**src/rtl/ram_pkg.sv**
```systemverilog
// Shared definitions for the dual-port RAM: read-collision mode encodings
// and the state type of the clear sequencer.
package ram_pkg;

    localparam int RD_WRITE_FIRST = 0;
    localparam int RD_READ_FIRST  = 1;

    typedef enum logic {
        ST_IDLE  = 1'b0,
        ST_CLEAR = 1'b1
    } clr_state_e;

endpackage

```
**src/rtl/ram2p_if.sv**
```systemverilog
// Bus bundle for ram2p: write port, read port and clear handshake.
interface ram2p_if #(
    parameter int DATA_WIDTH = 8,
    parameter int ADDR_WIDTH = 8,
    parameter int BYTE_WIDTH = 8
);
    localparam int NBE = DATA_WIDTH / BYTE_WIDTH;

    logic                  clr;
    logic                  busy;
    logic                  we;
    logic [NBE-1:0]        be;
    logic [ADDR_WIDTH-1:0] waddr;
    logic [DATA_WIDTH-1:0] din;
    logic                  rd_en;
    logic [ADDR_WIDTH-1:0] raddr;
    logic [DATA_WIDTH-1:0] dout;
    logic                  dout_valid;

    modport master (
        output clr, we, be, waddr, din, rd_en, raddr,
        input  busy, dout, dout_valid
    );

    modport slave (
        input  clr, we, be, waddr, din, rd_en, raddr,
        output busy, dout, dout_valid
    );

endinterface

```
**src/rtl/ram_clear_seq.sv**
```systemverilog
// Clear sequencer: sweeps CLEAR_VALUE over every word, one per cycle, on a
// clr pulse or right after reset, and exposes that sweep as a write port.
module ram_clear_seq
    import ram_pkg::*;
#(
    parameter int                  RAM_SIZE       = 256,
    parameter int                  ADDR_WIDTH     = 8,
    parameter int                  DATA_WIDTH     = 8,
    parameter int                  CLEAR_ON_RESET = 1,
    parameter logic [DATA_WIDTH-1:0] CLEAR_VALUE  = '0
) (
    input  logic                  clk,
    input  logic                  rst,
    input  logic                  clr,
    output logic                  busy,
    output logic                  cw_en,
    output logic [ADDR_WIDTH-1:0] cw_addr,
    output logic [DATA_WIDTH-1:0] cw_data
);

    localparam logic [ADDR_WIDTH-1:0] LAST = ADDR_WIDTH'(RAM_SIZE - 1);

    clr_state_e            state_q, state_d;
    logic [ADDR_WIDTH-1:0] cnt_q, cnt_d;
    // Armed during reset so the sweep starts on the first cycle after release.
    logic                  init_q, init_d;

    always_ff @(posedge clk) begin
        if (!rst) begin
            state_q <= ST_IDLE;
            cnt_q   <= '0;
            init_q  <= (CLEAR_ON_RESET != 0);
        end else begin
            state_q <= state_d;
            cnt_q   <= cnt_d;
            init_q  <= init_d;
        end
    end

    always_comb begin
        state_d = state_q;
        cnt_d   = cnt_q;
        init_d  = 1'b0;
        case (state_q)
            ST_IDLE: begin
                if (clr || init_q) begin
                    state_d = ST_CLEAR;
                    cnt_d   = '0;
                end
            end
            ST_CLEAR: begin
                if (cnt_q == LAST) begin
                    state_d = ST_IDLE;
                    cnt_d   = '0;
                end else begin
                    cnt_d = cnt_q + 1'b1;
                end
            end
            default: state_d = ST_IDLE;
        endcase
    end

    assign busy    = (state_q == ST_CLEAR);
    assign cw_en   = busy;
    assign cw_addr = cnt_q;
    assign cw_data = CLEAR_VALUE;

endmodule

```
**src/rtl/ram2p.sv**
```systemverilog
// Simple dual-port RAM with byte-lane writes, write-first or read-first
// collision handling, optional output register and a hardware clear sweep.
module ram2p
    import ram_pkg::*;
#(
    parameter int                    DATA_WIDTH     = 8,
    parameter int                    RAM_SIZE       = 256,
    parameter int                    ADDR_WIDTH     = $clog2(RAM_SIZE),
    parameter int                    BYTE_WIDTH     = 8,
    parameter int                    RD_MODE        = RD_WRITE_FIRST,
    parameter int                    OUT_REG        = 0,
    parameter int                    CLEAR_ON_RESET = 1,
    parameter logic [DATA_WIDTH-1:0] CLEAR_VALUE    = '0,
    parameter string                 ROMFILE        = ""
) (
    input  logic  clk,
    input  logic  rst,
    ram2p_if.slave bus
);

    localparam int NBE    = DATA_WIDTH / BYTE_WIDTH;
    localparam int STAGES = 1 + OUT_REG;

    if ((DATA_WIDTH % BYTE_WIDTH) != 0) begin : g_bw_chk
        $error("ram2p: DATA_WIDTH must be a multiple of BYTE_WIDTH");
    end
    if ((ROMFILE != "") && (CLEAR_ON_RESET != 0)) begin : g_rom_chk
        $error("ram2p: ROMFILE preload conflicts with CLEAR_ON_RESET");
    end

    logic                  busy, cw_en;
    logic [ADDR_WIDTH-1:0] cw_addr;
    logic [DATA_WIDTH-1:0] cw_data;

    ram_clear_seq #(
        .RAM_SIZE      (RAM_SIZE),
        .ADDR_WIDTH    (ADDR_WIDTH),
        .DATA_WIDTH    (DATA_WIDTH),
        .CLEAR_ON_RESET(CLEAR_ON_RESET),
        .CLEAR_VALUE   (CLEAR_VALUE)
    ) u_clear (
        .clk    (clk),
        .rst    (rst),
        .clr    (bus.clr),
        .busy   (busy),
        .cw_en  (cw_en),
        .cw_addr(cw_addr),
        .cw_data(cw_data)
    );

    assign bus.busy = busy;

    logic                  waddr_ok, raddr_ok, wr_fire, rd_fire;
    logic                  mem_we;
    logic [NBE-1:0]        mem_be;
    logic [ADDR_WIDTH-1:0] mem_waddr;
    logic [DATA_WIDTH-1:0] mem_wdata;

    // The clear sweep owns the write port whenever it runs.
    always_comb begin
        waddr_ok  = 32'(bus.waddr) < RAM_SIZE;
        raddr_ok  = 32'(bus.raddr) < RAM_SIZE;
        wr_fire   = bus.we && !busy && waddr_ok;
        rd_fire   = bus.rd_en && !busy;
        mem_we    = wr_fire;
        mem_be    = bus.be;
        mem_waddr = bus.waddr;
        mem_wdata = bus.din;
        if (cw_en) begin
            mem_we    = 1'b1;
            mem_be    = '1;
            mem_waddr = cw_addr;
            mem_wdata = cw_data;
        end
    end

    // Plain array with registered read (old data on collision) so it maps to block RAM.
    logic [DATA_WIDTH-1:0] mem [RAM_SIZE];
    logic [DATA_WIDTH-1:0] mem_rdata_q;

    always_ff @(posedge clk) begin
        for (int i = 0; i < NBE; i++) begin
            if (mem_we && mem_be[i])
                mem[mem_waddr][i*BYTE_WIDTH +: BYTE_WIDTH] <= mem_wdata[i*BYTE_WIDTH +: BYTE_WIDTH];
        end
        if (rd_fire && raddr_ok)
            mem_rdata_q <= mem[bus.raddr];
    end

    logic [STAGES:1]       vld_pipe_q, vld_pipe_d;
    logic [NBE-1:0]        byp_mask_q, byp_mask_d;
    logic [DATA_WIDTH-1:0] byp_data_q, byp_data_d;
    logic                  zero_q, zero_d;

    // Side-band state follows each accepted read so dout holds between reads.
    always_comb begin
        byp_mask_d    = byp_mask_q;
        byp_data_d    = byp_data_q;
        zero_d        = zero_q;
        vld_pipe_d[1] = rd_fire;
        for (int s = 2; s <= STAGES; s++)
            vld_pipe_d[s] = vld_pipe_q[s-1];
        if (rd_fire) begin
            zero_d     = !raddr_ok;
            byp_data_d = bus.din;
            byp_mask_d = (RD_MODE == RD_WRITE_FIRST && wr_fire && bus.waddr == bus.raddr)
                         ? bus.be : '0;
        end
    end

    always_ff @(posedge clk) begin
        if (!rst) begin
            vld_pipe_q <= '0;
            byp_mask_q <= '0;
            byp_data_q <= '0;
            zero_q     <= 1'b1;
        end else begin
            vld_pipe_q <= vld_pipe_d;
            byp_mask_q <= byp_mask_d;
            byp_data_q <= byp_data_d;
            zero_q     <= zero_d;
        end
    end

    logic [DATA_WIDTH-1:0] rdata_m;

    always_comb begin
        rdata_m = '0;
        for (int i = 0; i < NBE; i++)
            rdata_m[i*BYTE_WIDTH +: BYTE_WIDTH] = byp_mask_q[i]
                ? byp_data_q[i*BYTE_WIDTH +: BYTE_WIDTH]
                : mem_rdata_q[i*BYTE_WIDTH +: BYTE_WIDTH];
        if (zero_q)
            rdata_m = '0;
    end

    if (OUT_REG != 0) begin : g_oreg
        logic [DATA_WIDTH-1:0] dout_q, dout_d;

        always_comb begin
            dout_d = dout_q;
            if (vld_pipe_q[1])
                dout_d = rdata_m;
        end

        always_ff @(posedge clk) begin
            if (!rst) dout_q <= '0;
            else      dout_q <= dout_d;
        end

        assign bus.dout = dout_q;
    end else begin : g_noreg
        assign bus.dout = rdata_m;
    end

    assign bus.dout_valid = vld_pipe_q[STAGES];

endmodule

```
**src/flat_wrapper.sv**
```systemverilog
// flat-port wrapper written by rule: the top's interface ports become plain ports
module ram2p_flat import ram_pkg::*;
#(
    parameter int                    DATA_WIDTH     = 8,
    parameter int                    RAM_SIZE       = 256,
    parameter int                    ADDR_WIDTH     = $clog2(RAM_SIZE),
    parameter int                    BYTE_WIDTH     = 8,
    parameter int                    RD_MODE        = RD_WRITE_FIRST,
    parameter int                    OUT_REG        = 0,
    parameter int                    CLEAR_ON_RESET = 1,
    parameter logic [DATA_WIDTH-1:0] CLEAR_VALUE    = '0,
    parameter string                 ROMFILE        = ""
)
  (clk, rst, bus_clr, bus_we, bus_be, bus_waddr, bus_din, bus_rd_en, bus_raddr, bus_busy, bus_dout, bus_dout_valid);
  ram2p_if #(.DATA_WIDTH(DATA_WIDTH), .ADDR_WIDTH(ADDR_WIDTH), .BYTE_WIDTH(BYTE_WIDTH)) bus_i ();
  input  logic clk;
  input  logic rst;
  input wire logic [$bits(bus_i.clr)-1:0] bus_clr;
  input wire logic [$bits(bus_i.we)-1:0] bus_we;
  input wire logic [$bits(bus_i.be)-1:0] bus_be;
  input wire logic [$bits(bus_i.waddr)-1:0] bus_waddr;
  input wire logic [$bits(bus_i.din)-1:0] bus_din;
  input wire logic [$bits(bus_i.rd_en)-1:0] bus_rd_en;
  input wire logic [$bits(bus_i.raddr)-1:0] bus_raddr;
  output wire logic [$bits(bus_i.busy)-1:0] bus_busy;
  output wire logic [$bits(bus_i.dout)-1:0] bus_dout;
  output wire logic [$bits(bus_i.dout_valid)-1:0] bus_dout_valid;
  assign bus_i.clr = bus_clr;
  assign bus_i.we = bus_we;
  assign bus_i.be = bus_be;
  assign bus_i.waddr = bus_waddr;
  assign bus_i.din = bus_din;
  assign bus_i.rd_en = bus_rd_en;
  assign bus_i.raddr = bus_raddr;
  assign bus_busy = bus_i.busy;
  assign bus_dout = bus_i.dout;
  assign bus_dout_valid = bus_i.dout_valid;
  ram2p #(.DATA_WIDTH(DATA_WIDTH), .RAM_SIZE(RAM_SIZE), .ADDR_WIDTH(ADDR_WIDTH), .BYTE_WIDTH(BYTE_WIDTH), .RD_MODE(RD_MODE), .OUT_REG(OUT_REG), .CLEAR_ON_RESET(CLEAR_ON_RESET), .CLEAR_VALUE(CLEAR_VALUE), .ROMFILE(ROMFILE)) u_core (.clk(clk), .rst(rst), .bus(bus_i));
endmodule
```
**config.mk**
```make
export PLATFORM = sky130hd
export DESIGN_NAME = ram2p_flat
export DESIGN_NICKNAME = d
export VERILOG_FILES = /design/src/rtl/ram_pkg.sv /design/src/rtl/ram2p_if.sv /design/src/rtl/ram_clear_seq.sv /design/src/rtl/ram2p.sv /design/src/flat_wrapper.sv
export SDC_FILE = /design/constraint.sdc
export NUM_CORES = 2
export LEC_CHECK = 0
export ABC_CLOCK_PERIOD_IN_PS = 11900
export CAP_MARGIN = 20
export CORE_ASPECT_RATIO = 1.5
export CORE_MARGIN = 5
export CORE_UTILIZATION = 35
export DETAILED_ROUTE_END_ITERATION = 8
export HOLD_SLACK_MARGIN = 0.03
export MAX_ROUTING_LAYER = met4
export PLACE_DENSITY = 0.53
export SYNTH_ARGS = -nofsm -noshare
export SYNTH_HDL_FRONTEND = slang
export SYNTH_SLANG_ARGS = --single-unit
```
**constraint.sdc**
```tcl
create_clock -name clk -period 11.9 [get_ports clk]
set_clock_uncertainty 0.15 [all_clocks]
set_input_delay 2.38 -clock clk [delete_from_list [all_inputs] [get_ports clk]]
set_output_delay 2.38 -clock clk [all_outputs]
set_load 0.02 [all_outputs]
```
Word level (Yosys, flattened, before mapping):

Memory sizes are Yosys's and may differ from the RTL's. A register that Yosys moved wholly into a read port is not among the register bits.
Cells that the tools add are included.

* memories kept: 1
* bits of input ports: 30
* memory bits (writable): 2048
* output and inout port bits: 10
* register bits: 21

Memory list
* u_core.mem: words 256, bits a word 8, read ports 1, clocked after memory_dff 1, write ports 1, RTL line ram2p.sv:78 `logic [DATA_WIDTH-1:0] mem [RAM_SIZE];`

* add/sub/neg operators: 1
* muxes and demuxes: 16
* equal/unequal tests: 3
* bitwise gates (word level): 1
* reductions and logical operators: 6

Operators by type and width (count)
* 8-bit 2-to-1 mux: 6
* 8-bit one-hot mux with 2 select lines: 1
* 8-bit by 1-bit adder with 8-bit output (second input constant): 1
* 8-bit == test: 1
* 8-bit == test (second input constant): 1
* 1-bit 2-to-1 mux: 8
* 1-bit logical AND: 4
* 2-bit inequality test (second input constant): 1
* 1-bit one-hot mux with 2 select lines: 1
* 1-bit logical NOT: 1
* 1-bit logical OR: 1
* 1-bit NOT: 1

Logic depth before layout (Yosys ltp):

* depth in word-level cells: 6
* gate-level depth with buffers: 11
* depth with buffers taken out: 6

By module:

A second synthesis with hierarchy kept.

* cells, all modules: 3941
* area, all modules: 81368.0 sq um

By module, submodules not included
* ram2p: cells each 3877, seq. area each 61959.4 sq um, area an instance 80811.3 sq um, instances 1
* ram_clear_seq: cells each 64, seq. area each 200.2 sq um, area an instance 556.8 sq um, instances 1

Least setup slack after synthesis:

OpenSTA, ideal clock, no wires.

* path kind: input to register
* start: input bus_din[0]
* end: memory u_core.mem[0][0] (data pin)
* slack: 1777 ps
* arrival time: 8525 ps
* required time: 10302 ps
* path buffers: 0
* setup time: 1448 ps
* stages: 1
* cells stage by stage: nor2b_1

* longest elaborated chain between the ends: 1

RTL lines
* from (decl): RTL line flat_wrapper.sv:22 `input wire logic [$bits(bus_i.din)-1:0] bus_din;`
* 8-bit 2-to-1 mux: RTL line ram2p.sv:69 `if (cw_en) begin`
* to (decl): RTL line ram2p.sv:78

Every way passes these cells.

==> out/qor.yml <==
power_switching_share_pct: 21.82
total_leakage_power_nw: 27.61
routed_via_density: 5.438
synthArstFlopShare_pct: 0
synth-edff-count: 2056
min_to: "u_core.byp_data_q[3]"
worst_setup_path_start_kind: "input pin"
cts_hold_buf: 0
antenna_found_initial: 4
largest_family_of_logic_cells_by_synthesized_area: "multiplexers"
synth_top_flop_cell: "edfxtp_1"
synth.mux.area_fraction_pct: 14.19
synth_seq_cells: 2077
timing.final.crit_share_pct: 53.62
drive_above_1_share_pct: 20.12
worst-endpoint-required_ns: 12.29
r2r.worst_path.cells: 5
grt-ovfl-total: 0
delay_contributed_by_the_slowest_stage_of_the_critical_path_ns: 0.78
drv.max_cap_violation_count: 0
grt_first_pass_wirelength_mm: 310.8
seqPwrFrac_pct: 53.9
avgRoutedWirePerCell_um: 30.34
cts_max_level: 4
synth_fa_ha_area_share_pct: 0.01547
pwr-share-comb_pct: 5.6
number_of_buffers_inserted_by_port_buffering: 39
drcViolationCount: 0
cts_tree: "built"
utilization_pct: 39.29
synth_simple_gate_area_share_pct: 3.065
fin_nets: 4066
fin_setup_tns_ns: 0
min_period_ns: 6.381
post_layout_nonfiller_instances: 7230
switchingPower_mw: 3.291
route.top_layer_used: "met4"
clock_latency_on_the_worst_skew_pair_ns: 0.82
setup_viol_count_final: 0
syn-instance-count: 3961
clock-root-buffer: "clkbuf_16"
run_status: "completed"
maximum_number_of_pins_on_one_net_before_global_route_repair: 209
crit_fanout: 97
syn_std_cell_area_um2: 80860
worst_slew_margin_rel_pct: 17.74
grt_pass1_vias: 40760
num_io_pins: 40
power.clock.fraction_pct: 40.4
worstReg2RegEnd: "u_core.mem[113][1]"
path_delay_family: "buffers and inverters"
timing_hold_violations_final: 0
tightestPinTransition_ns: 1.225
worst-endpoint-arrival_ns: 6.77
overall_track_demand_over_capacity_in_global_routing_pct: 18.38
post_synth_xor_area_fraction_pct: 0.08666
total_setup_buffers_inserted_after_cts: 0
final_count_of_pins_violating_max_slew: 0
reg2reg_setup_slack_ns: 7.50
avgSynthCellArea_um2: 20.41
cts.reportedPaths.clkPinSlew_ns: 0.07
holdPathStages: 2
synth_compound_area_share_pct: 3.949
worstHoldPathType: "reg -> reg"
timing.critical_path.cells: "buf_8, buf_4, buf_12, mux4_2, o22ai_1, o32ai_1, nor3_1, nor4_1"
ys.warnings.count: 0
post_cts_resize_count: 0
die-area_um2: 240900
synthesis.nets: 3992
cp_slowest_cell: "o22ai_1"
post-dp-hpwl_mm: 134.6
metal3_wl_mm: 12.30
routed-via-count: 39320
area.growth.synth_to_final_pct: 12.03
worst-path-buf-inv: 3
gp_congestion: 0.8389
ant_nets: 0
ctsLongestPathBuffers: 4
powerDensity_nw_per_um2: 166.5
mostFrequentLayoutCells: "edfxtp_1, mux4_2, nor2_1"
synth_seq_area_share_pct: 76.88
floorplan.die.height_um: 598.7
placementRows: 216
cts-buffers-inserted: 196
initial_core_util_pct: 35.07
drt_iter0_drc: 3491
die_width_um: 402.4
holdWs_ns: 0.3101
yosys.cell_types.count: 60
power_report.internal_total_mw: 11.79
clkSinkCount: 2077
m1WireLength_mm: 82.29
grt_setup_unrepaired: "no"
most_common_library_cell_in_the_layout_ignoring_fill_and_taps: "edfxtp_1"
placed_cells: 6888
first_pass_iters: 5
endpoint_kind: "flop"
fmax_mhz: 156.7
vdd.ir_drop.worst_v: 0.0001103
route.met2.wl_mm: 115.0
core_area_um2: 230500
timing.setup.critical_path_class: "in -> reg"
holdCritStartpoint: "u_core.byp_data_q[3]"
wl_mm: 219.4
reg2reg_from: "u_core.u_clear.busy"
final cells by class:
| type | instances | area, um^2 |
|---|---|---|
| inverters | 13 | 48.80 |
| repair buffers | 121 | 1140 |
| diodes | 3 | 7.507 |
| fillers | 20490 | 140000 |
| well taps | 3052 | 3819 |
| multi-input cells | 1626 | 17380 |
| clock buffers | 238 | 5084 |
| clock inverters | 100 | 939.7 |
| flip-flops and latches | 2077 | 62160 |
metrics by stage:
stage | worst slack, ns | power, mW | cell area [um^2]
2_1_floorplan | 1.777 | 8.832 | 80860
3_3_place_gp | 4.428 | 9.144 | 84520
3_5_place_dp | 4.603 | 9.157 | 84540
4_1_cts | 5.497 | 15.22 | 90560
5_1_grt | 5.353 | 15.52 | 90580
6_report | 5.519 | 15.08 | 90580
Yosys cell counts, types with 11 or more instances:
cell type  instances  area [um^2]
a211oi_1          11        82.58
a21oi_1          121        605.6
a221oi_1          19        166.4
a22o_1            11        96.34
a22oi_1          143         1074
a31o_2            12        105.1
buf_1             11        41.29
buf_2             69        345.3
buf_4             26        195.2
buf_6             22        247.7
clkbuf_1         106        397.9
dfxtp_1           21        420.4
edfxtp_1        2056        61740
mux2i_1          152         1521
mux4_2           440         9910
nand2_1          107        401.6
nand3_1           34        170.2
nor2_1           300         1126
nor2b_1           17        106.4
nor3_1            23        115.1
nor4_1            23        143.9
o21ai_0           12        60.06
o221ai_1          36        315.3
o22ai_1           37        231.5
registers in the layout, indices dropped and copies added (netlist names):
name and count:
u_core.bus.dout_valid 1, u_core.byp_data_q 8, u_core.byp_mask_q 1, u_core.mem 2048
u_core.mem_rdata_q 8, u_core.u_clear.busy 1, u_core.u_clear.cw_addr 8, u_core.u_clear.init_q 1
u_core.zero_q 1
per-layer routing:
layer  up-vias  GRT usage (%)
li1      16580              -
met1     21110          21.72
met2      1250          31.92
met3       383          2.611
met4         0          7.141
met5         -              -
cell families after synthesis:
| logic type | after synthesis |
|---|---|
| flip-flops | 2077 |
| multiplexers | 596 |
| AND/OR/NAND/NOR | 562 |
| AO/OA/AOI/OAI | 459 |
| buffers and inverters | 258 |
| XOR/XNOR | 8 |
| adder cells (fa/ha/maj) | 1 |
power groups by stage:
stage                     clock network, mW  logic (mW)  registers, mW
final                                  6.10       0.847           8.13
after global placement                    0       0.854           8.29
after global routing                   6.50       0.896           8.13
after detailed placement                  0       0.865           8.29
after CTS                              6.22       0.866           8.13
after floorplan                           0       0.496           8.34
worst min-delay path: cells and delay by family (launching register included):
kind	cells	cell delay (ns)
AO/OA/AOI/OAI	1	0.05
AND/OR/NAND/NOR	1	0.05
flip-flops	1	0.31
worst max-delay path by stage:
| stage | from | slack (ns) | cells past startpoint | endpoint |
|---|---|---|---|---|
| after global routing | bus_raddr[0] | 5.35 | 9 | u_core.mem_rdata_q[3] |
| after global placement | bus_raddr[0] | 4.43 | 9 | u_core.mem_rdata_q[2] |
| after floorplan | bus_din[0] | 1.78 | 1 | u_core.mem[0][0] |
| after detailed placement | bus_raddr[0] | 4.60 | 8 | u_core.mem_rdata_q[2] |
| after CTS | bus_raddr[0] | 5.50 | 8 | u_core.mem_rdata_q[2] |
| final | bus_raddr[0] | 5.52 | 8 | u_core.mem_rdata_q[2] |
No activity file was read; power rests on OpenSTA's default activity.
